## config.mk

```make
export PLATFORM = sky130hd
export DESIGN_NAME = pwm_capture
export DESIGN_NICKNAME = d
export VERILOG_FILES = /design/src/rtl/pwm_capture.sv
export SDC_FILE = /design/constraint.sdc
export NUM_CORES = 1
export LEC_CHECK = 0
export BUFFER_PORTS_ARGS = -buffer_cell sky130_fd_sc_hd__buf_2
export CORE_AREA = 2 2 160 162
export CTS_CLUSTER_DIAMETER = 120
export DETAILED_ROUTE_END_ITERATION = 12
export DIE_AREA = 0 0 162 164
export HOLD_SLACK_MARGIN = 0.08
export PLACE_DENSITY = 0.62
export SLEW_MARGIN = 0
export SYNTH_ARGS = -nofsm -noshare
export SYNTH_HDL_FRONTEND = slang
export SYNTH_SLANG_ARGS = --single-unit
```

## constraint.sdc

```tcl
create_clock -name clk -period 6.1 [get_ports clk]
set_input_delay 0.61 -clock clk [delete_from_list [all_inputs] [get_ports clk]]
set_output_delay 0.61 -clock clk [all_outputs]
set_load 0.01 [all_outputs]
```

## src/rtl/pwm_capture.sv

```systemverilog
// PWM receiver: measures high time and period of an asynchronous PWM input and
// converts them to an integer duty-cycle percentage with a serial restoring divider.
module pwm_capture #(
    parameter int unsigned CNT_W   = 16,
    parameter int unsigned TIMEOUT = 65535
) (
    input  logic             clk,
    input  logic             rst_n,
    input  logic             pwm_in,
    output logic [6:0]       duty,
    output logic [CNT_W-1:0] high_cnt,
    output logic [CNT_W-1:0] period_cnt,
    output logic             valid,
    output logic             busy,
    output logic             ovr,
    output logic             stale
);

    localparam int unsigned      NUM_W   = CNT_W + 7;
    localparam int unsigned      IT_W    = $clog2(NUM_W + 1);
    localparam logic [CNT_W-1:0] CNT_MAX = '1;
    localparam logic [CNT_W-1:0] TO_CNT  = CNT_W'(TIMEOUT);
    localparam logic [NUM_W-1:0] PCT_100 = NUM_W'(100);
    localparam logic [IT_W-1:0]  IT_INIT = IT_W'(NUM_W);

    typedef enum logic {
        S_IDLE,
        S_MEAS
    } state_t;

    state_t             r_state;
    state_t             w_state_next;

    logic               r_sync1;
    logic               r_sync2;
    logic               r_sync3;
    logic [CNT_W-1:0]   r_hi_run;
    logic [CNT_W-1:0]   r_per_run;
    logic               r_hi_en;

    logic [NUM_W-1:0]   r_num;
    logic [CNT_W-1:0]   r_den;
    logic [CNT_W-1:0]   r_rem;
    logic [NUM_W-1:0]   r_quo;
    logic [IT_W-1:0]    r_iter;

    logic [6:0]         r_duty;
    logic [CNT_W-1:0]   r_high;
    logic [CNT_W-1:0]   r_period;
    logic               r_valid;
    logic               r_busy;
    logic               r_ovr;
    logic               r_stale;

    logic               w_rise;
    logic               w_fall;
    logic               w_timeout;
    logic               w_restart;
    logic               w_start;
    logic               w_ovr;
    logic               w_to;
    logic [CNT_W:0]     w_rem_sh;
    logic [CNT_W-1:0]   w_rem_sub;
    logic               w_ge;
    logic [NUM_W-1:0]   w_quo_next;
    logic               w_last;
    logic [6:0]         w_duty_res;
    logic [NUM_W-1:0]   w_num_init;

    assign w_rise    = r_sync2 & ~r_sync3;
    assign w_fall    = ~r_sync2 & r_sync3;
    // A rise in the same cycle as the timeout wins.
    assign w_timeout = (r_per_run == TO_CNT) && !w_rise;

    assign w_num_init = NUM_W'(r_hi_run) * PCT_100;
    assign w_rem_sh   = {r_rem, r_num[NUM_W-1]};
    assign w_ge       = (w_rem_sh >= {1'b0, r_den});
    assign w_rem_sub  = w_rem_sh[CNT_W-1:0] - r_den;
    assign w_quo_next = {r_quo[NUM_W-2:0], w_ge};
    assign w_last     = r_busy && (r_iter == IT_W'(1));

    always_comb begin
        w_duty_res = w_quo_next[6:0];
        if (w_quo_next > PCT_100) begin
            w_duty_res = 7'd100;
        end
    end

    always_ff @(posedge clk) begin
        if (!rst_n) begin
            r_state <= S_IDLE;
        end else begin
            r_state <= w_state_next;
        end
    end

    always_comb begin
        w_state_next = r_state;
        w_restart    = 1'b0;
        w_start      = 1'b0;
        w_ovr        = 1'b0;
        w_to         = 1'b0;
        case (r_state)
            S_IDLE: begin
                if (w_rise) begin
                    w_restart    = 1'b1;
                    w_state_next = S_MEAS;
                end else if (w_timeout) begin
                    w_to = 1'b1;
                end
            end
            S_MEAS: begin
                if (w_rise) begin
                    w_restart = 1'b1;
                    if (r_busy) begin
                        w_ovr = 1'b1;
                    end else begin
                        w_start = 1'b1;
                    end
                end else if (w_timeout) begin
                    w_to         = 1'b1;
                    w_state_next = S_IDLE;
                end
            end
            default: w_state_next = S_IDLE;
        endcase
    end

    always_ff @(posedge clk) begin
        if (!rst_n) begin
            r_sync1   <= 1'b0;
            r_sync2   <= 1'b0;
            r_sync3   <= 1'b0;
            r_hi_run  <= '0;
            r_per_run <= '0;
            r_hi_en   <= 1'b0;
        end else begin
            r_sync1 <= pwm_in;
            r_sync2 <= r_sync1;
            r_sync3 <= r_sync2;
            if (w_restart) begin
                r_per_run <= CNT_W'(1);
                r_hi_run  <= CNT_W'(1);
                r_hi_en   <= 1'b1;
            end else if (w_to) begin
                r_per_run <= '0;
                r_hi_run  <= '0;
                r_hi_en   <= 1'b0;
            end else begin
                if (r_per_run != CNT_MAX) begin
                    r_per_run <= r_per_run + 1'b1;
                end
                if (w_fall) begin
                    r_hi_en <= 1'b0;
                end else if (r_hi_en && (r_hi_run != CNT_MAX)) begin
                    r_hi_run <= r_hi_run + 1'b1;
                end
            end
        end
    end

    always_ff @(posedge clk) begin
        if (!rst_n) begin
            r_num    <= '0;
            r_den    <= '0;
            r_rem    <= '0;
            r_quo    <= '0;
            r_iter   <= '0;
            r_duty   <= '0;
            r_high   <= '0;
            r_period <= '0;
            r_valid  <= 1'b0;
            r_busy   <= 1'b0;
            r_ovr    <= 1'b0;
            r_stale  <= 1'b1;
        end else begin
            r_valid <= 1'b0;
            r_ovr   <= w_ovr;
            if (w_to) begin
                r_busy   <= 1'b0;
                r_high   <= '0;
                r_period <= '0;
                r_duty   <= r_sync2 ? 7'd100 : 7'd0;
                r_valid  <= 1'b1;
                r_stale  <= 1'b1;
            end else if (w_start) begin
                r_high   <= r_hi_run;
                r_period <= r_per_run;
                r_num    <= w_num_init;
                r_den    <= r_per_run;
                r_rem    <= '0;
                r_quo    <= '0;
                r_iter   <= IT_INIT;
                r_busy   <= 1'b1;
            end else if (r_busy) begin
                r_num  <= {r_num[NUM_W-2:0], 1'b0};
                r_rem  <= w_ge ? w_rem_sub : w_rem_sh[CNT_W-1:0];
                r_quo  <= w_quo_next;
                r_iter <= r_iter - 1'b1;
                if (w_last) begin
                    r_busy  <= 1'b0;
                    r_duty  <= w_duty_res;
                    r_valid <= 1'b1;
                    r_stale <= 1'b0;
                end
            end
        end
    end

    assign duty       = r_duty;
    assign high_cnt   = r_high;
    assign period_cnt = r_period;
    assign valid      = r_valid;
    assign busy       = r_busy;
    assign ovr        = r_ovr;
    assign stale      = r_stale;

endmodule
```

==> reports/metrics.cfg, run 1 <==
[run_status]
outcome = finished, final reports clean

[clocking]
cts_sinks = 160
cts_tree = done
insertion_delay_ns = 0.44
cts-root-buf = clkbuf_16
cts.path.max_buffers = 2
h-tree-depth = 4
cts_hold_buffers = 0
clk_pin_slew_ns = 0.07
cts.repair.resized = 0
cts_setup_buffers = 0
cts_made_buffers = 17

[timing]
timing.final.max_slew_violations = 0
rsz0062_at_grt = false
tightestPinTransition_ns = 1.220
clock.fmax_mhz = 272.2
setup_viol_count_final = 0
finalCritPeriodShare = 0.6022
hold_viol_final = 0
fin_crit_ns = 3.673
setup-tns-final_ns = 0
clock_skew_ns = 0.01447
max_slew_margin = 0.1861

[die]
die_width_um = 162
io-pin-count = 46
die_area_um2 = 26570
rows = 58
fp.dieH_um = 164
core_um2 = 24820
start_util = 0.3448

[pwr]
p_per_area_nw_per_um2 = 227.9
seqPwrFrac = 0.481
peakVddDrop_mv = 0.2119
switchingPower_uw = 545.5
clock_power_share = 0.494
switching_share = 0.2480
p_int_uw = 1654
leakage_uw = 0.004111
power_frac_comb = 0.025

[worst_setup_path]
crit_top_cell = ha_1
r2r_start = r_hi_run[6]
cp-start-kind = register
cpPeakStageDelay_ns = 0.50
cp.arrival_ns = 4.04
crit_required_ns = 6.46
cp_max_fo = 5
timing.critical_path.buf_inv = 2
cp_slowest_cell = fa_1
crit_start = r_hi_run[6]
path_cells = ha_1 > ha_1 > inv_1 > fa_1 > inv_1 > ha_1 > a21o_1 > or3_1 > o211ai_2 > o21ai_2 > a2111oi_2 > a21oi_1 > a41oi_1 > nor3b_1
timing_worst_setup_path_type = reg2reg
r2r_slack_ns = 2.43
cp_top_family = adder cells
end_kind = register

[routing]
drc = 0
avgRoutedWirePerCell_um = 13.35
ant_nets = 0
drt_iter0_markers = 309
wirelength_mm = 18.57
dr_total_vias = 6908
viasPerCell = 4.966
first_pass_iters = 4

[place]
dp_hpwl_mm = 12.97
portBuffers = 45
place.gp.congestion = 0.8290

[worst_hold_path]
worstHoldStart = pwm_in
hold_path_class = in2reg

[global_routing]
grt_pass1_vias = 6572
grt-ovfl-total = 0
grt_usage = 0.1474
grt_pass1_wl_mm = 31.90
grt_max_degree = 81
antenna_found_initial = 0

[logic_synthesis]
synth_seq_area_share = 0.3743
synth_fp_nets = 1112
syn_area_per_cell_um2 = 8.365
ys.flop_type = dfxtp_1
ys_types = 63
ys_async_sr_fraction = 0
yosys_warnings = 0
synth_cells = 1023
synth_area_um2 = 8557
synth-seq-cells = 160
synth_edf_count = 0

[cells_and_area]
fin_util = 0.3888
layout_commonest_cell = nand2_1
layout_common_cells = nand2_1 (165), dfxtp_1 (160), inv_1 (80), nor2_1 (76), ha_1 (74)
syn2layout_area_growth_pct = 12.78
diodes = 0
layout-drive-gt1-share = 0.09237
fin_nets = 1137

[flow_run]
cap_violations = 0

cells in the mapped netlist, types with 11 or more instances:
library cell,instances,area share
nor2_1,77,0.034
xor2_1,23,0.024
o21ai_1,11,0.0064
dfxtp_1,160,0.37
fa_1,12,0.028
o21ai_0,26,0.015
a21oi_1,64,0.037
buf_2,12,0.0070
nand3_1,50,0.029
clkbuf_1,27,0.012
ha_1,74,0.11
nand2_1,165,0.072
xnor2_1,29,0.030
nor3_1,13,0.0076
inv_1,80,0.035
a21boi_0,47,0.041
area by class of cell:
type | count | area [µm²]
clock buffers | 17 | 425.4
clock inverters | 15 | 170.2
fillers | 2578 | 15170
inverters | 80 | 300.3
multi-input cells | 736 | 4853
flip-flops and latches | 160 | 3203
well taps | 330 | 412.9
repair buffers | 53 | 285.3
state kept, by name, summed over array words and instances, names as in the netlist, 5 cells and up:
| register | count |
|---|---|
| r_den | 16 |
| r_iter | 5 |
| period_cnt | 16 |
| r_hi_run | 16 |
| r_quo | 22 |
| r_per_run | 16 |
| duty | 7 |
| r_rem | 16 |
| high_cnt | 16 |
| r_num | 21 |
routing by layer:
metal | GRT usage | wire length (µm)
met5 | 0 | 0
met1 | 0.1881 | 9064
met2 | 0.2532 | 8856
met4 | 0.04304 | 223
met3 | 0.02879 | 427
kinds of logic (layout without fill, tap and decap cells):
logic type,count (synthesis),count (layout),synth area share
xor gates and xnor gates,52,52,0.05322
and+or+nand+nor,366,366,0.1920
DFF,160,160,0.3743
adders and majority gates,86,86,0.1363
muxes,6,6,0.007019
buffers and inverters,127,165,0.05980
AOI/OAI and AO/OA,226,226,0.1774
power groups by stage:
| stage | logic [µW] | registers (µW) | clock network [µW] |
|---|---|---|---|
| 2_1_floorplan | 44.1 | 1080 | 0 |
| 3_3_place_gp | 54.9 | 1080 | 0 |
| 3_5_place_dp | 55.1 | 1080 | 0 |
| 4_1_cts | 55.4 | 1060 | 1110 |
| 5_1_grt | 61.7 | 1060 | 1150 |
| 6_report | 54.5 | 1060 | 1090 |
worst reg2reg max path, delay by kind of cell, from the launching register on:
kind / cells / cell delay (ns)
adder cells (fa/ha/maj): 4 / 1.37
AO/OA/AOI/OAI: 6 / 1.19
AND/OR/NAND/NOR: 2 / 0.53
flip-flops: 1 / 0.43
buffers and inverters: 2 / 0.09
path summary, 6_finish.rpt:
check | endpoint | cells after the start
setup / recovery | r_num[21] | 14
hold / removal | r_sync1 | 2
setup reg to reg | r_num[21] | 14
hold reg to reg | period_cnt[9] | 2
through the flow:
step           cell area (µm²)  hold slack [ns]  power [µW]  std cells  worst slack (ns)
2_1_floorplan             8557           0.4119        1125       1023             2.685
3_3_place_gp              9055           0.4397        1137       1359             2.516
3_5_place_dp              9055           0.4442        1138       1359             2.430
4_1_cts                   9651           0.3818        2226       1391             2.405
5_1_grt                   9651           0.3965        2275       1391             2.141
6_report                  9651           0.4013        2200       1391             2.427
Note: power is estimated with default switching activity, not from simulation.
==> inputs of run 2 (changes only) <==
Settings changed: PLACE_DENSITY 0.62 to 0.64.
Clock period 6.1 ns to 3.27 ns, I/O delays scaled along.
==> reports/metrics.cfg, run 2 (synthesis results as in run 1) <==
[run_status]
outcome = complete, but fails checks
violations = setup timing

[global_routing]
grt_max_degree = 45
grt_pass1_vias = 6869
grt-ovfl-total = 0
antenna_found_initial = 0
grt_pass1_wl_mm = 33.26
grt_usage = 0.1533

[timing]
setup_slack_ns = -0.02707
timing.final.max_slew_violations = 0
clock_skew_ns = 0.01282
rsz0062_at_grt = true
max_slew_margin = 0.4514
tightestPinTransition_ns = 0.8199
hold_viol_final = 0
finalCritPeriodShare = 1.008
setup_viol_count_final = 2
clock.fmax_mhz = 303.3
fin_crit_ns = 3.297

[place]
portBuffers = 45
place.gp.congestion = 0.8038
dp_hpwl_mm = 13.67
pre_cts_ws_ns = -0.09698
numPlacedInstances = 1391

[worst_setup_path]
r2r_end = r_num[19]
r2r_start = r_hi_run[7]
path_cells = ha_4 > ha_4 > inv_2 > fa_1 > inv_2 > ha_4 > a21o_1 > or3_4 > o211ai_4 > o21ai_2 > buf_4 > and2_4 > o21a_1 > o211a_1 > nor3_2
r2r_slack_ns = -0.03
timing.critical_path.buf_inv = 3
cp_top_family = adder cells
cp-start-kind = register
timing_worst_setup_path_type = reg2reg
cp_slowest_cell = fa_1
crit_top_cell = ha_4
cp.arrival_ns = 3.65
cp_max_fo = 4
reg2reg_depth = 15
crit_required_ns = 3.63
end_kind = register
cpPeakStageDelay_ns = 0.48

[cells_and_area]
layout_commonest_cell = nand2_1
syn2layout_area_growth_pct = 19.62
layout-drive-gt1-share = 0.1623
fin_nets = 1173
largest_reg_flops = 22
layout_common_cells = nand2_1 (165), dfxtp_1 (152), inv_1 (78), nor2_1 (75), a21oi_1 (61)
regMostFlops = r_quo
largestRegisters = r_quo x22, r_num x21
stdcell_count = 1427
nFillCells = 2512
diodes = 0

[clocking]
h-tree-depth = 4
clk_pin_slew_ns = 0.07
cts-root-buf = clkbuf_16
cts.path.max_buffers = 2
cts_tree = done
insertion_delay_ns = 0.43
cts_made_buffers = 17
cts_sinks = 160

[routing]
dr_total_vias = 7071
wirelength_mm = 19.49
first_pass_iters = 5
avgRoutedWirePerCell_um = 13.66
drt_iter0_markers = 391
viasPerCell = 4.955
ant_nets = 0
drc = 0

[pwr]
leakage_uw = 0.004280
p_per_area_nw_per_um2 = 404.1
peakVddDrop_mv = 0.2912

[worst_hold_path]
holdPathEnd = r_sync1
hold_path_class = in2reg
min_delay_path_depth = 2
worstHoldStart = pwm_in

[flow_run]
cap_violations = 0

[die]
fp.dieH_um = 164
rows = 58
core_um2 = 24820
io-pin-count = 46
die_area_um2 = 26570
die_width_um = 162
start_util = 0.3448

run 2: cell count changes in the layout (fill, tap and decap cells not counted), moves of 5 or more:
cell	previous run	this run
buf_4	8	44
ha_1	74	58
ha_4	0	14
dfxtp_1	160	152
dfxtp_4	0	5
run 2: worst register-to-register path: stages (launching register included):
cell and delay [ns]:
dfxtp_4 0.36, ha_4 0.24, ha_4 0.26, inv_2 0.03
fa_1 0.48, inv_2 0.04, ha_4 0.21, a21o_1 0.16
or3_4 0.38, o211ai_4 0.21, o21ai_2 0.09, buf_4 0.14
and2_4 0.14, o21a_1 0.19, o211a_1 0.22, nor3_2 0.09
run 2: worst max path at each step:
stage	start	endpoint	slack (ns)	depth (start not counted)
5_1_grt	r_hi_run[7]	r_num[19]	-0.19	15
3_5_place_dp	r_hi_run[6]	r_num[21]	-0.1	14
4_1_cts	r_hi_run[7]	r_num[19]	-0.02	15
2_1_floorplan	r_hi_run[6]	r_num[21]	0.004	14
6_report	r_hi_run[7]	r_num[19]	-0.03	15
3_3_place_gp	r_hi_run[7]	r_num[21]	-0.07	14
run 2: area by class of cell:
| type | instances | area [µm²] | area share |
|---|---|---|---|
| multi-input combinational | 736 | 5136 | 0.5018 |
| clock buffer | 18 | 439.2 | 0.04290 |
| clock inverter | 14 | 166.4 | 0.01626 |
| timing repair buffer | 89 | 555.5 | 0.05427 |
| tap | 330 | 412.9 | 0.04034 |
| sequential | 160 | 3226 | 0.3151 |
| inverter | 80 | 300.3 | 0.02934 |
run 2: through the flow:
stage               hold WS, ns  total power, µW  utilization  setup TNS [ns]  cell area [µm²]
finish                   0.1829             4136       0.4124        -0.02878            10240
global route             0.1673             4288       0.4124         -0.4695            10240
global placement         0.4172             2123       0.3778        -0.06975             9378
floorplan                0.4119             2096            -               0             8640
CTS                      0.1549             4193       0.4038        -0.02815            10020
detailed placement       0.4311             2124       0.3778         -0.1273             9378
run 2: metal layers:
metal,global-route usage,wire (µm),vias to the layer above
met5,0,0,-
met4,0.05068,259,0
met3,0.02828,479,18
met2,0.2511,9112,88
met1,0.2042,9639,3333
li1,-,-,3632
run 2: what timing repair did:
action	CTS	global route
pin swaps	4	18
endpoints found under the setup margin	4	9
gates resized for setup	6	36
hold buffers	0	0
buffers inserted	1	3
run 2: power by group:
| group | switching (µW) | internal, µW |
|---|---|---|
| registers | 10.6 | 1960 |
| logic | 71.8 | 36.9 |
| clock network | 885 | 1170 |
| total | 967 | 3170 |
